**src/rtl/pipe_hazard_ctrl.sv**
```systemverilog
// Stall/flush/forwarding controller for the 5-stage in-order pipeline.
// Define PIPE_HAZARD_PERF_EN to add the stall/flush/multi-cycle performance counters.
module pipe_hazard_ctrl #(
    parameter int RF_AW      = 5,
    parameter int MC_MAX_CYC = 32,
    parameter int CNT_W      = 32
) (
    input  logic             clk,
    input  logic             rst,
    input  logic [RF_AW-1:0] id_rs1_idx,
    input  logic [RF_AW-1:0] id_rs2_idx,
    input  logic             id_uses_rs1,
    input  logic             id_uses_rs2,
    input  logic [RF_AW-1:0] ex_rs1_idx,
    input  logic [RF_AW-1:0] ex_rs2_idx,
    input  logic [RF_AW-1:0] ex_rd_idx,
    input  logic             ex_reg_we,
    input  logic             ex_is_load,
    input  logic             ex_branch_taken,
    input  logic             ex_mc_start,
    input  logic             ex_mc_done,
    input  logic [RF_AW-1:0] mem_rd_idx,
    input  logic             mem_reg_we,
    input  logic [RF_AW-1:0] wb_rd_idx,
    input  logic             wb_reg_we,
    output logic             pc_en,
    output logic             pc_redirect,
    output logic             if_id_en,
    output logic             if_id_flush,
    output logic             id_ex_en,
    output logic             id_ex_bubble,
    output logic             ex_mem_bubble,
    output logic [1:0]       fwd_a_sel,
    output logic [1:0]       fwd_b_sel,
    output logic             mc_timeout,
`ifdef PIPE_HAZARD_PERF_EN
    output logic [CNT_W-1:0] stall_cnt,
    output logic [CNT_W-1:0] flush_cnt,
    output logic [CNT_W-1:0] mc_cyc_cnt,
`endif
    output logic [1:0]       state_o
);

    localparam int MC_CW = (MC_MAX_CYC > 1) ? $clog2(MC_MAX_CYC) : 1;
    localparam logic [MC_CW-1:0] MC_LAST = MC_CW'(MC_MAX_CYC - 1);

    typedef enum logic [1:0] {
        RUN     = 2'b00,
        MC_BUSY = 2'b01,
        FLUSH   = 2'b10
    } state_t;

    state_t           state;
    state_t           next_state;
    logic [MC_CW-1:0] mc_cnt;
    logic             load_use;
    logic             stall_evt;
    logic             flush_evt;

    assign load_use = ex_is_load && ex_reg_we && (ex_rd_idx != '0) &&
                      ((id_uses_rs1 && (id_rs1_idx == ex_rd_idx)) ||
                       (id_uses_rs2 && (id_rs2_idx == ex_rd_idx)));

    assign stall_evt = (state == RUN) && !ex_branch_taken && !ex_mc_start && load_use;
    assign flush_evt = (state == RUN) && ex_branch_taken;
    assign state_o   = state;

    // Enables mean "advance normally"; flush/bubble independently force a NOP load.
    always_comb begin
        next_state    = state;
        pc_en         = 1'b0;
        pc_redirect   = 1'b0;
        if_id_en      = 1'b0;
        if_id_flush   = 1'b0;
        id_ex_en      = 1'b0;
        id_ex_bubble  = 1'b0;
        ex_mem_bubble = 1'b0;
        mc_timeout    = 1'b0;
        if (rst) begin
            unique case (state)
                RUN: begin
                    if (ex_branch_taken) begin
                        pc_redirect  = 1'b1;
                        pc_en        = 1'b1;
                        if_id_flush  = 1'b1;
                        id_ex_bubble = 1'b1;
                        next_state   = FLUSH;
                    end else if (ex_mc_start) begin
                        next_state = MC_BUSY;
                    end else if (load_use) begin
                        id_ex_bubble = 1'b1;
                    end else begin
                        pc_en    = 1'b1;
                        if_id_en = 1'b1;
                        id_ex_en = 1'b1;
                    end
                end
                MC_BUSY: begin
                    ex_mem_bubble = 1'b1;
                    if (ex_mc_done) begin
                        ex_mem_bubble = 1'b0;
                        next_state    = RUN;
                    end else if (mc_cnt == MC_LAST) begin
                        mc_timeout = 1'b1;
                        next_state = RUN;
                    end
                end
                FLUSH: begin
                    if_id_flush = 1'b1;
                    pc_en       = 1'b1;
                    id_ex_en    = 1'b1;
                    next_state  = RUN;
                end
                default: next_state = RUN;
            endcase
        end
    end

    // MEM result is younger than WB, so it wins; x0 is hardwired and never forwarded.
    always_comb begin
        fwd_a_sel = 2'b00;
        fwd_b_sel = 2'b00;
        if (rst) begin
            if (mem_reg_we && (mem_rd_idx != '0) && (mem_rd_idx == ex_rs1_idx))
                fwd_a_sel = 2'b01;
            else if (wb_reg_we && (wb_rd_idx != '0) && (wb_rd_idx == ex_rs1_idx))
                fwd_a_sel = 2'b10;
            if (mem_reg_we && (mem_rd_idx != '0) && (mem_rd_idx == ex_rs2_idx))
                fwd_b_sel = 2'b01;
            else if (wb_reg_we && (wb_rd_idx != '0) && (wb_rd_idx == ex_rs2_idx))
                fwd_b_sel = 2'b10;
        end
    end

    // The watchdog count restarts every time MC_BUSY is entered.
    always_ff @(posedge clk or negedge rst) begin
        if (!rst) begin
            state  <= RUN;
            mc_cnt <= '0;
        end else begin
            state <= next_state;
            if (state == MC_BUSY)
                mc_cnt <= mc_cnt + MC_CW'(1);
            else
                mc_cnt <= '0;
        end
    end

`ifdef PIPE_HAZARD_PERF_EN
    always_ff @(posedge clk or negedge rst) begin
        if (!rst) begin
            stall_cnt  <= '0;
            flush_cnt  <= '0;
            mc_cyc_cnt <= '0;
        end else begin
            if (stall_evt)
                stall_cnt <= stall_cnt + CNT_W'(1);
            if (flush_evt)
                flush_cnt <= flush_cnt + CNT_W'(1);
            if (state == MC_BUSY)
                mc_cyc_cnt <= mc_cyc_cnt + CNT_W'(1);
        end
    end
`else
    logic unused_perf;
    assign unused_perf = stall_evt ^ flush_evt;
`endif

endmodule

```
**config.mk**
```make
export PLATFORM = sky130hd
export DESIGN_NAME = pipe_hazard_ctrl
export DESIGN_NICKNAME = d
export VERILOG_FILES = /design/src/rtl/pipe_hazard_ctrl.sv
export SDC_FILE = /design/constraint.sdc
export NUM_CORES = 1
export LEC_CHECK = 0
export ABC_AREA = 1
export BUFFER_PORTS_ARGS = -buffer_cell sky130_fd_sc_hd__buf_4
export CORE_UTILIZATION = 46
export CTS_CLUSTER_DIAMETER = 80
export CTS_CLUSTER_SIZE = 12
export DETAILED_ROUTE_END_ITERATION = 7
export HOLD_SLACK_MARGIN = 0.08
export PLACE_DENSITY = 0.89
export SYNTH_ARGS = -nofsm -noshare
export SYNTH_HDL_FRONTEND = slang
export SYNTH_SLANG_ARGS = --single-unit
```
**constraint.sdc**
```tcl
create_clock -name clk -period 3.85 [get_ports clk]
set_clock_uncertainty 0.1 [all_clocks]
set_input_delay 0.77 -clock clk [delete_from_list [all_inputs] [get_ports clk]]
set_output_delay 0.77 -clock clk [all_outputs]
set_load 0.01 [all_outputs]
```
-- Word-level counts from Yosys, hierarchy flattened
Index checks and enable logic that the tools add are counted.
- add/subtract/negate cells: 1
- equality and inequality tests: 11
- multiplexer cells: 39
- reduce and logical (&&, ||, !) cells: 17
- operator list (cell ; number):
    $eq 5x5->1 ; 6
    $mux 1 ; 24
    $mux 2 ; 10
    $reduce_bool 5->1 ; 3
    $logic_and 1x1->1 ; 11
    $ne 3x3->1 const B ; 2
    $pmux 1 s2 ; 3
    $add 5x1->5 const B ; 1
    $eq 5x5->1 const B ; 1
    $mux 5 ; 1
    $pmux 2 s2 ; 1
    $reduce_and 3->1 ; 1
    $eq 2x1->1 const B ; 1
    $eq 2x2->1 const B ; 1
    $logic_not 2->1 ; 1
    $logic_or 1x1->1 ; 1
- flip-flop bits (word level): 7
- input port bits: 46
- output and inout bits: 14
- word-level logic and storage cells: 70

-- Logic depth before layout (Yosys ltp)
- depth in word-level cells: 9
- mapped depth: 9
- gate-level depth less buffers: 9

-- Worst setup path after synthesis
Ideal clock, no wire load.
- path kind: input to output
- start point: input port ex_rd_idx[1]
- end point: output port id_ex_en
- arrival time: 1.405 ns
- data required time: 2.980 ns
- setup slack: 1.575 ns
- cell stages on the path: 9
- buffers on the path: 0
- path through: inv_1 > nand2_1 > nand2_1 > nor2_1 > nand3_1 > nand2_1 > nand2_2 > nand2_1 > a21oi_1
- word-level cells in the longest chain between the ends: 9
- elaborated cells between the ends (all ways): 13
- those cells by class: 2 x eq/ne; 5 x mux; 6 x reduce/logical
- ends and longest elaborated chain (what ; line ; RTL):
    start: declaration ; 16 ; input logic [RF_AW-1:0] ex_rd_idx,
    $eq 5x5->1, on equally long branches ; 61, 62 ;
    $logic_and 1x1->1, on equally long branches ; 61, 62 ;
    $logic_or 1x1->1 ; 61 ; ((id_uses_rs1 && (id_rs1_idx == ex_rd_idx)) ||
    $logic_and 1x1->1 * ; 60 ; assign load_use = ex_is_load && ex_reg_we && (ex_rd_idx != '0) &&
    $mux 1 * ; 90 ; end else if (load_use) begin
    $mux 1 * ; 88 ; end else if (ex_mc_start) begin
    $mux 1 * ; 82 ; if (ex_branch_taken) begin
    $pmux 1 s2 * ; 80 ; unique case (state)
    $mux 1 * ; 79 ; if (rst) begin
    end: declaration ; 30 ; output logic id_ex_en,
Every way passes the cells marked *; elsewhere a longest branch is shown, timed or not.

-- Final worst setup path
- start point: input port mem_rd_idx[1]
- end point: output port fwd_b_sel[1]
- word-level cells in the longest chain between the ends: 5
- elaborated cells between the ends (all ways): 6
- those cells by class: 1 x eq/ne; 2 x mux; 3 x reduce/logical
- ends and longest elaborated chain (what ; line ; RTL):
    start: declaration ; 22 ; input logic [RF_AW-1:0] mem_rd_idx,
    $reduce_bool 5->1 ; 128 ; if (mem_reg_we && (mem_rd_idx != '0) && (mem_rd_idx == ex_rs2_idx))
    $logic_and 1x1->1 ; 128 ;
    $logic_and 1x1->1 * ; 128 ;
    $mux 2 * ; 128 ;
    $mux 2 * ; 123 ; if (rst) begin
    end: declaration ; 34 ; output logic [1:0] fwd_b_sel,
Marks and branches as above.

==> impl_metrics.json <==
{
  "synth_cell_type_count": 21,
  "utilization": 0.744,
  "synth_nets": 212,
  "antenna_found_initial": 0,
  "crit_arrival_ns": 1.68,
  "grt_pass1_wl_mm": 3.83,
  "synth_cells": 164,
  "synthMostInstantiatedCell": "nand2_1",
  "synthToLayoutAreaGrowth_pct": 53.4,
  "slew_viol_final": 0,
  "min_period_over_period": 0.662,
  "drtIter0Drc": 18,
  "crit_chain": "buf_4, xnor2_1, nand2_1, nor3_1, nand2_1, and3_1, buf_4",
  "synth_top_area_cell": "dfrtp_1",
  "ios": 60,
  "wire_per_inst_um": 10.3,
  "ys_warn_count": 0,
  "die_h_um": 47.3,
  "track_usage": 0.234,
  "hold_buffers": 0,
  "gp_congestion": 0.891,
  "status": "completed",
  "crit-reg2reg-launch": "mc_cnt[0]",
  "cellLeakagePower_nw": 0.816,
  "n_fill_cell": 165,
  "io_buffer_count": 59,
  "power_density_nw_per_um2": 290,
  "via_per_inst": 4.75,
  "crit_required_ns": 2.98,
  "setup_viol": 0,
  "drt_pass1_iterations": 4,
  "synth_area_um2": 942,
  "period_needed_ns": 2.55,
  "grt_remaining_overflow": 0,
  "rsz0062_at_grt": "no",
  "wl_mm": 2.61,
  "synth_ff_type": "dfrtp_1",
  "coreArea_um2": 1940,
  "cts_tree": "built",
  "final_area_um2": 1450,
  "tightestPinTransition_ns": 0.226,
  "fin_tns_setup_ns": 0,
  "path_clk_slew_ns": 0.05,
  "vdd_ir_drop_max_mv": 0.320,
  "maxCapViolations": 0,
  "synth_area_leaders": "dfrtp_1, nand2_1, nor2_1",
  "grt_max_degree": 12,
  "vias": 1207,
  "crit_path_start_kind": "input port",
  "avgSynthCellArea_um2": 5.74,
  "num_antenna_cells": 0,
  "synthTopCellsByCount": "nand2_1, nor2_1, inv_1",
  "cts.sinks": 7,
  "grt_pass1_vias": 1029,
  "reg2reg_to": "state_o[0]",
  "start_util": 0.485,
  "slowest_stage": "nor3_1",
  "r2r_slack_ns": 2.28,
  "drtAntennaViolNets": 0,
  "fin_cells": 254,
  "slew_headroom": 0.850,
  "ctsResizeCount": 0,
  "drive_gt1_frac": 0.348,
  "worst_r2r_path_depth": 8,
  "min_path_type": "in2async",
  "cts_buffers": 3,
  "synth_edf_count": 0,
  "synth_top_area_frac": 0.186,
  "whs_ns": 0.241,
  "cts_root_buffer": "clkbuf_4",
  "worstSkewPairLatency_ns": 0.24,
  "finish.net_count": 276,
  "slowest_delay_ns": 0.18,
  "post-cts-setup-buffer-count": 0,
  "hpwl_mm": 2.23,
  "cts_buffer_depth": 2,
  "ys_ff_latch": 7,
  "hold_viol_final": 0,
  "synth_seq_area_share": 0.186,
  "critPathKind": "in2out",
  "drc": 0,
  "crit_fanout": 3,
  "dieWidth_um": 47.3,
  "rows": 16,
  "placed_cell_area_um2": 1420,
  "dieArea_um2": 2230,
  "place_inst": 250,
  "htree_levels": 1,
  "ys_async_sr_fraction": 1.00,
  "max_freq_mhz": 392,
  "cp-end-kind": "output port"
}
==> per-layer routing <==
metal  GRT usage  vias to the layer above  wire (um)
met5           0                        -          0
met4      0.0629                        0          0
met3      0.0231                        0        144
met2       0.444                       46       1340
met1       0.274                      527       1120
li1            -                      634          -
==> critical path: cells and delay by family <==
kind	cells	cell delay (ns)
xor+xnor	1	0.15
simple gates	4	0.50
buf+inv	2	0.27
==> metrics by stage <==
| step | worst slack, ns | power, mW |
|---|---|---|
| final | 1.30 | 0.418 |
| after global routing | 1.16 | 0.452 |
| after CTS | 1.31 | 0.420 |
| after detailed placement | 1.29 | 0.353 |
| after global placement | 1.35 | 0.343 |
| after floorplan | 1.57 | 0.239 |
==> cells in the final DEF, fill, tap and decap left out <==
cell type / n
inv_1: 21
nand3_1: 10
o22ai_1: 2
inv_2: 10
xnor2_1: 10
a211oi_1: 2
nor2_1: 27
nand2_2: 1
clkbuf_1: 1
dfrtp_1: 7
a21oi_1: 2
and2_1: 1
nor3_2: 4
or2_1: 2
o21ai_1: 7
clkbuf_4: 3
buf_4: 59
xor2_1: 4
and3_1: 2
nor2_2: 2
ha_1: 2
nor3_1: 3
nand4_1: 2
nand2_1: 43
==> sequential cells by signal, summed over array words and instances, names as in the netlist <==
name and cells:
mc_cnt 5, state_o 2
==> report_power, final <==
part           internal (mW)  switching, mW  leakage, nW
Clock                 0.0395         0.0261       0.0150
Combinational          0.112          0.128        0.706
Sequential            0.0902         0.0224       0.0949
==> worst max-delay path by stage <==
stage | from | end | slack (ns)
after detailed placement | ex_rd_idx[1] | id_ex_en | 1.29
after global placement | ex_rd_idx[4] | id_ex_en | 1.35
after global routing | ex_rd_idx[1] | id_ex_en | 1.16
after CTS | mem_rd_idx[1] | fwd_b_sel[1] | 1.31
final | mem_rd_idx[1] | fwd_b_sel[1] | 1.30
after floorplan | ex_rd_idx[1] | id_ex_en | 1.57
==> cell families after synthesis <==
kind of cell    synth area share
simple gates               0.457
fa+ha+maj                 0.0266
buf+inv                    0.124
compound gates            0.0770
flops                      0.186
xor+xnor                   0.130
==> cell type report <==
class,instances,area (um2),area share
well taps,27,33.8,0.0234
inverters,31,116,0.0805
clock buffers,4,26.3,0.0182
flip-flops and latches,7,175,0.121
multi-input cells,126,651,0.450
repair buffers,59,443,0.306
(Power assumes the default switching activity.)
